`config.mk`:
```
export PLATFORM = sky130hd
export DESIGN_NAME = ret_addr_stack
export DESIGN_NICKNAME = d
export VERILOG_FILES = /design/src/rtl/ras_pkg.sv /design/src/rtl/ras_storage.sv /design/src/rtl/ret_addr_stack.sv
export SDC_FILE = /design/constraint.sdc
export NUM_CORES = 1
export LEC_CHECK = 0
export ABC_AREA = 1
export CORE_UTILIZATION = 40
export DETAILED_ROUTE_END_ITERATION = 6
export PLACE_DENSITY = 0.69
export SKIP_LAST_GASP = 1
export SLEW_MARGIN = 25
export SYNTH_ARGS = -nofsm -noshare
export SYNTH_HDL_FRONTEND = slang
export SYNTH_HIERARCHICAL = 1
export SYNTH_SLANG_ARGS = --single-unit
```
`constraint.sdc`:
```
create_clock -name clk -period 2.3 [get_ports clk]
set_input_delay 0.23 -clock clk [delete_from_list [all_inputs] [get_ports clk]]
set_output_delay 0.23 -clock clk [all_outputs]
set_load 0.005 [all_outputs]
```
`src/rtl/ras_pkg.sv`:
```
// ras_pkg: shared definitions for the return-address stack.
//   RAS_ADDR_W / RAS_DEPTH : default stored-address width and entry count
//   ras_op_t               : stack operation decoded from the push/pop pair
//   ras_ptr_w()            : width of an entry pointer for a given depth
//   ras_decode()           : push/pop -> ras_op_t
package ras_pkg;

    localparam int RAS_ADDR_W = 12;
    localparam int RAS_DEPTH  = 8;

    typedef enum logic [1:0] {
        RAS_NOP,
        RAS_PUSH,
        RAS_POP,
        RAS_REPLACE
    } ras_op_t;

    // Depth is a power of two >= 2, so the pointer is at least one bit wide
    // and wraps modulo DEPTH on its own.
    function automatic int ras_ptr_w(input int depth);
        return (depth > 1) ? $clog2(depth) : 1;
    endfunction

    function automatic ras_op_t ras_decode(input logic push, input logic pop);
        ras_op_t op;
        unique case ({push, pop})
            2'b10:   op = RAS_PUSH;
            2'b01:   op = RAS_POP;
            2'b11:   op = RAS_REPLACE;
            default: op = RAS_NOP;
        endcase
        return op;
    endfunction

endpackage

```
`src/rtl/ras_storage.sv`:
```
// ras_storage: DEPTH x ADDR_W entry array for the return-address stack.
// Contents are deliberately not reset.
//   clk    : clock, rising edge
//   we     : write enable
//   waddr  : write entry index
//   wdata  : write data
//   raddr  : read entry index
//   rdata  : read data, combinational from raddr (zero-latency top-of-stack)
module ras_storage
    import ras_pkg::*;
#(
    parameter int ADDR_W = RAS_ADDR_W,
    parameter int DEPTH  = RAS_DEPTH,
    parameter int PTR_W  = ras_ptr_w(RAS_DEPTH)
) (
    input  logic              clk,
    input  logic              we,
    input  logic [PTR_W-1:0]  waddr,
    input  logic [ADDR_W-1:0] wdata,
    input  logic [PTR_W-1:0]  raddr,
    output logic [ADDR_W-1:0] rdata
);

    logic [ADDR_W-1:0] mem [DEPTH];

    always_ff @(posedge clk) begin
        if (we) begin
            mem[waddr] <= wdata;
        end
    end

    assign rdata = mem[raddr];

endmodule

```
`src/rtl/ret_addr_stack.sv`:
```
// ret_addr_stack: circular return-address stack. CALL pushes, RET pops and
// reads the target from top_addr in the same cycle.
// Optional feature macro: RAS_CHECKPOINT_EN builds the {tos,count} snapshot
// and restore path; without it ckpt_save/ckpt_restore are ignored and
// ckpt_valid is 0.
//   clk, reset          : clock (rising edge), async active-high reset
//   push, pop, push_addr: stack operations; push+pop replaces the top
//   flush               : empty the stack and clear sticky flags
//   ckpt_save/restore   : snapshot / reload pointer and count
//   top_addr            : current top entry (combinational), 0 when empty
//   count, empty, full  : occupancy
//   overflow, underflow : sticky error flags
//   ckpt_valid          : a snapshot is held
module ret_addr_stack
    import ras_pkg::*;
#(
    parameter int ADDR_W = RAS_ADDR_W,
    parameter int DEPTH  = RAS_DEPTH
) (
    input  logic                       clk,
    input  logic                       reset,
    input  logic                       push,
    input  logic                       pop,
    input  logic [ADDR_W-1:0]          push_addr,
    input  logic                       flush,
    input  logic                       ckpt_save,
    input  logic                       ckpt_restore,
    output logic [ADDR_W-1:0]          top_addr,
    output logic [$clog2(DEPTH+1)-1:0] count,
    output logic                       empty,
    output logic                       full,
    output logic                       overflow,
    output logic                       underflow,
    output logic                       ckpt_valid
);

    localparam int PTR_W = ras_ptr_w(DEPTH);
    localparam int CNT_W = $clog2(DEPTH + 1);
    localparam logic [PTR_W-1:0] TOS_RST  = PTR_W'(DEPTH - 1);
    localparam logic [CNT_W-1:0] CNT_FULL = CNT_W'(DEPTH);

    logic [PTR_W-1:0]  tos_reg, tos_next, tos_inc, tos_dec;
    logic [CNT_W-1:0]  count_reg, count_next;
    logic              overflow_reg, overflow_next;
    logic              underflow_reg, underflow_next;
    logic              is_empty, is_full;
    logic              mem_we;
    logic [PTR_W-1:0]  mem_waddr;
    logic [ADDR_W-1:0] mem_rdata;
    logic              restore_go;
    logic [PTR_W-1:0]  restore_tos;
    logic [CNT_W-1:0]  restore_count;
    ras_op_t           op;

    assign op       = ras_decode(push, pop);
    assign is_empty = (count_reg == '0);
    assign is_full  = (count_reg == CNT_FULL);
    // Power-of-two depth: plain pointer arithmetic wraps modulo DEPTH.
    assign tos_inc  = tos_reg + PTR_W'(1);
    assign tos_dec  = tos_reg - PTR_W'(1);

    ras_storage #(
        .ADDR_W (ADDR_W),
        .DEPTH  (DEPTH),
        .PTR_W  (PTR_W)
    ) u_storage (
        .clk   (clk),
        .we    (mem_we),
        .waddr (mem_waddr),
        .wdata (push_addr),
        .raddr (tos_reg),
        .rdata (mem_rdata)
    );

`ifdef RAS_CHECKPOINT_EN
    logic [PTR_W-1:0] snap_tos_reg;
    logic [CNT_W-1:0] snap_count_reg;
    logic             ckpt_valid_reg;

    // Snapshot captures the pre-update pointer/count of the save cycle, so a
    // push in that cycle sits above the restore point.
    always_ff @(posedge clk or posedge reset) begin
        if (reset) begin
            snap_tos_reg   <= TOS_RST;
            snap_count_reg <= '0;
            ckpt_valid_reg <= 1'b0;
        end else if (flush) begin
            ckpt_valid_reg <= 1'b0;
        end else if (ckpt_save) begin
            snap_tos_reg   <= tos_reg;
            snap_count_reg <= count_reg;
            ckpt_valid_reg <= 1'b1;
        end
    end

    assign restore_go    = ckpt_restore & ckpt_valid_reg;
    assign restore_tos   = snap_tos_reg;
    assign restore_count = snap_count_reg;
    assign ckpt_valid    = ckpt_valid_reg;
`else
    logic unused_ckpt;
    assign unused_ckpt   = ckpt_save ^ ckpt_restore;
    assign restore_go    = 1'b0;
    assign restore_tos   = TOS_RST;
    assign restore_count = '0;
    assign ckpt_valid    = 1'b0;
`endif

    always_comb begin
        tos_next       = tos_reg;
        count_next     = count_reg;
        overflow_next  = overflow_reg;
        underflow_next = underflow_reg;
        mem_we         = 1'b0;
        mem_waddr      = tos_inc;
        if (flush) begin
            tos_next       = TOS_RST;
            count_next     = '0;
            overflow_next  = 1'b0;
            underflow_next = 1'b0;
        end else if (restore_go) begin
            tos_next   = restore_tos;
            count_next = restore_count;
        end else begin
            unique case (op)
                RAS_PUSH: begin
                    // When full the new entry lands on the oldest one.
                    tos_next = tos_inc;
                    mem_we   = 1'b1;
                    if (is_full) overflow_next = 1'b1;
                    else         count_next    = count_reg + CNT_W'(1);
                end
                RAS_POP: begin
                    if (is_empty) begin
                        underflow_next = 1'b1;
                    end else begin
                        tos_next   = tos_dec;
                        count_next = count_reg - CNT_W'(1);
                    end
                end
                RAS_REPLACE: begin
                    mem_we = 1'b1;
                    if (is_empty) begin
                        // Nothing to pop: behaves as a plain push.
                        tos_next       = tos_inc;
                        count_next     = count_reg + CNT_W'(1);
                        underflow_next = 1'b1;
                    end else begin
                        mem_waddr = tos_reg;
                    end
                end
                default: ;
            endcase
        end
    end

    always_ff @(posedge clk or posedge reset) begin
        if (reset) begin
            tos_reg       <= TOS_RST;
            count_reg     <= '0;
            overflow_reg  <= 1'b0;
            underflow_reg <= 1'b0;
        end else begin
            tos_reg       <= tos_next;
            count_reg     <= count_next;
            overflow_reg  <= overflow_next;
            underflow_reg <= underflow_next;
        end
    end

    assign top_addr  = is_empty ? '0 : mem_rdata;
    assign count     = count_reg;
    assign empty     = is_empty;
    assign full      = is_full;
    assign overflow  = overflow_reg;
    assign underflow = underflow_reg;

endmodule

```
==> results of run 1 <==
## per-layer routing
layer	up-vias	global-route usage [%]	wire length [µm]
li1	1866	-	-
met1	1827	21.5	4840
met2	99	29.9	5640
met3	13	2.98	544
met4	0	9.61	177
met5	-	0	0
## synth_stat cells, drive strengths merged
master	n	share of area [%]
a21oi	4	0.39
buf	17	2.1
clkbuf	3	0.22
clkinv	19	1.4
conb	1	0.073
dfrtp	6	2.9
dfstp	3	1.5
edfxtp	96	56
ha	4	0.97
inv	118	8.6
mux2i	1	0.19
nand2	193	15
nand3	55	5.4
nand3b	1	0.15
nand4	1	0.12
nor2	34	3.1
o21a	1	0.15
o21ai	7	0.75
o22ai	1	0.12
xnor2	2	0.34
xor2	2	0.34
## path summary, 6_finish.rpt
check / start / to / slack, ns / cells after the start
max: tos_reg[0] / top_addr[2] / -0.14 / 10
min: reset / count[1] / 0.16 / 2
max reg2reg: tos_reg[0] / u_storage/mem[2][8] / 0 / 10
min reg2reg: underflow / underflow / 0.51 / 1
max in group asynchronous: reset / tos_reg[2] / 1.83 / 2
min in group clk: underflow / underflow / 0.51 / 1
## power by group
part	internal [mW]	switching (mW)
clock network	0.865	0.711
registers	2.30	0.140
logic	1.03	1.42
## cell usage in the layout (no fill, tap or decap), drive strengths merged
cell / instances
a21oi: 4
buf: 33
bufinv: 1
clkbuf: 10
clkdlybuf4s50: 25
clkinv: 20
clkinvlp: 2
conb: 1
dfrtp: 6
dfstp: 3
dlygate4sd2: 1
dlymetal6s2s: 10
edfxtp: 96
ha: 4
inv: 121
mux2i: 1
nand2: 193
nand3: 55
nand3b: 1
nand4: 1
nor2: 34
o21a: 1
o21ai: 7
o22ai: 1
xnor2: 2
xor2: 2
## timing repair
action	in CTS	in global routing
hold endpoints to repair	0	0
setup endpoints to repair	12	108
buffers inserted	6	0
cloned	0	2
gates resized for setup	7	28
pin swaps	0	3
## metrics by stage
stage	setup WS, ns	TNS, ns	util [%]	hold slack [ns]
2_1_floorplan	0.0873	0	-	0.0558
3_3_place_gp	0.0857	0	46.3	0.486
3_5_place_dp	0.111	0	46.3	0.490
4_1_cts	-0.119	-1.12	49.2	0.169
5_1_grt	-0.267	-4.88	50.1	0.183
6_report	-0.138	-0.139	50.1	0.156
## cells by family (layout without fill, tap and decap cells)
| group | count (synthesis) | count (layout) |
|---|---|---|
| xor+xnor | 4 | 4 |
| buf+inv | 157 | 223 |
| other cells | 1 | 1 |
| compound gates | 13 | 13 |
| simple gates | 284 | 284 |
| mux | 1 | 1 |
| fa+ha+maj | 4 | 4 |
| flops | 105 | 105 |
## area by class of cell
class | count | area share, %
sequential | 105 | 49.4
tap | 172 | 3.42
timing repair buffer | 70 | 11.0
clock inverter | 7 | 1.33
inverter | 137 | 8.38
clock buffer | 9 | 3.58
multi-input combinational | 307 | 22.8
==> summary.md, run 1 <==
| Metric | Value |
|---|---|
| Longest Clk Path Bufs | `2` |
| Slowest cell delay on critical path | `0.64 ns` |
| Routed Antenna Nets | `0` |
| Vias in the first global route | `3647` |
| Final instance count without filler cells | `807` |
| Cell row count | `41` |
| Critical-path cell list | `inv_8, buf_4, nand2_1, nand3_1, nand2_1, nand2_1, nand2_1, inv_1, nor2_1, clkdlybuf4s50_1` |
| # hold bufs at CTS | `0` |
| Worst Hold Class | `input port to async pin` |
| Diodes inserted | `0` |
| Nets | `653` |
| Unrepaired setup endpoints after global routing | `yes` |
| DR vias/cell | `4.71` |
| Clock sink total | `105` |
| GR Util All Layers | `17.6%` |
| Antenna violations before repair | `0` |
| First-pass GRT wire length | `17400 µm` |
| Final Skew | `0.00663 ns` |
| Max IR drop VDD | `0.496 mV` |
| Cell mode on critical path | `nand2_1` |
| Mux share of post-synthesis cell area | `0.195%` |
| #FFs+latches synth | `105` |
| Placed cells | `783` |
| Hpwl dp | `7150 µm` |
| Power per cell area | `1030 nW/µm²` |
| Die height | `115 µm` |
| Design Power | `6.46 mW` |
| Post-synthesis cell type count | `31` |
| Syn_area_per_cell | `9.04 µm²` |
| Storage cell area | `3110 µm²` |
| Final setup vio count | `3` |
| Starting DRT DRC Count | `246` |
| Placed cell area | `5820 µm²` |
| Critical Path Sink Type | `output port` |
| Number of H-tree levels | `3` |
| Initial Utilization | `40.9%` |
| Synth Area in XOR/XNOR | `0.681%` |
| Fmax | `0.410 GHz` |
| CP top delay family | `buffers and inverters` |
| Arrival time at the worst endpoint | `2.21 ns` |
| Core footprint | `12600 µm²` |
| Adder-cell share of the synthesized area | `0.973%` |
| Req. time, crit path | `2.07 ns` |
| Status | `finished with violations` |
| Fill cells | `1129` |
| CTS tree | `done` |
| Final worst path period need | `2.44 ns` |
| Routed len/inst | `13.9 µm` |
| Largest family of logic cells by synthesized area | `simple AND/OR/NAND/NOR gates` |
| Worst setup SP type | `flip-flop` |
| Syn Inst Count | `569` |
| Largest net degree at the start of global routing | `25` |
| Hold Fails Final Rpt | `0` |
| Register area share after synthesis | `60.5%` |
| Routability Congestion | `0.832` |
| Pre-antenna DRT Iters | `4` |
| Ys Warns | `6` |
| IO Pins | `40` |
| Synth Area in Compound Gates | `1.41%` |
| Leakage | `3.02 nW` |
| Area of the die | `13300 µm²` |
| Worst Path Buf+Inv | `4` |
| Slowest CP cell | `dfstp_2` |
| Mapped cell area | `5140 µm²` |
| Vias | `3805` |
| Fin area | `6300 µm²` |
| DRC | `0` |
| CTS buffer count | `9` |
| Port Buffers | `36` |
| Area of the multi-input gates | `1440 µm²` |
| Failing checks | `negative setup slack` |
| Clock Latency Late Sink | `0.35 ns` |
| WS Path Type | `flip-flop to output port` |
| Final period util | `106%` |
| Area Growth Syn to Fin | `22.4%` |
| Max-slew violations | `0` |
| Clock-pin slew on the worst setup and hold paths | `0.07 ns` |
| Syn_nets | `592` |
| Final Worst Setup Slack | `-0.138 ns` |
| Max reg flops | `96` |
| Die Width | `115 µm` |
| CP Max Fanout | `9` |
| Root buf cell | `clkbuf_16` |
| Max-cap viol count | `0` |
| Final wirelength | `11200 µm` |
| Simple-gate area share of the yosys netlist | `23.8%` |
| Grt ovf | `0` |
| Fraction of layout cells with a size suffix above 1 | `14.8%` |
No activity file was read; power rests on OpenSTA's default activity.
==> inputs of run 2 (changes only) <==
--- a/config.mk
+++ b/config.mk
@@ -8,6 +8,7 @@
 export ABC_AREA = 1
 export CORE_UTILIZATION = 40
 export DETAILED_ROUTE_END_ITERATION = 6
+export GPL_ROUTABILITY_DRIVEN = 1
 export PLACE_DENSITY = 0.69
 export SKIP_LAST_GASP = 1
 export SLEW_MARGIN = 25
==> results of run 2 <==
Final layout, timing and power as in run 1 (identical DEF).
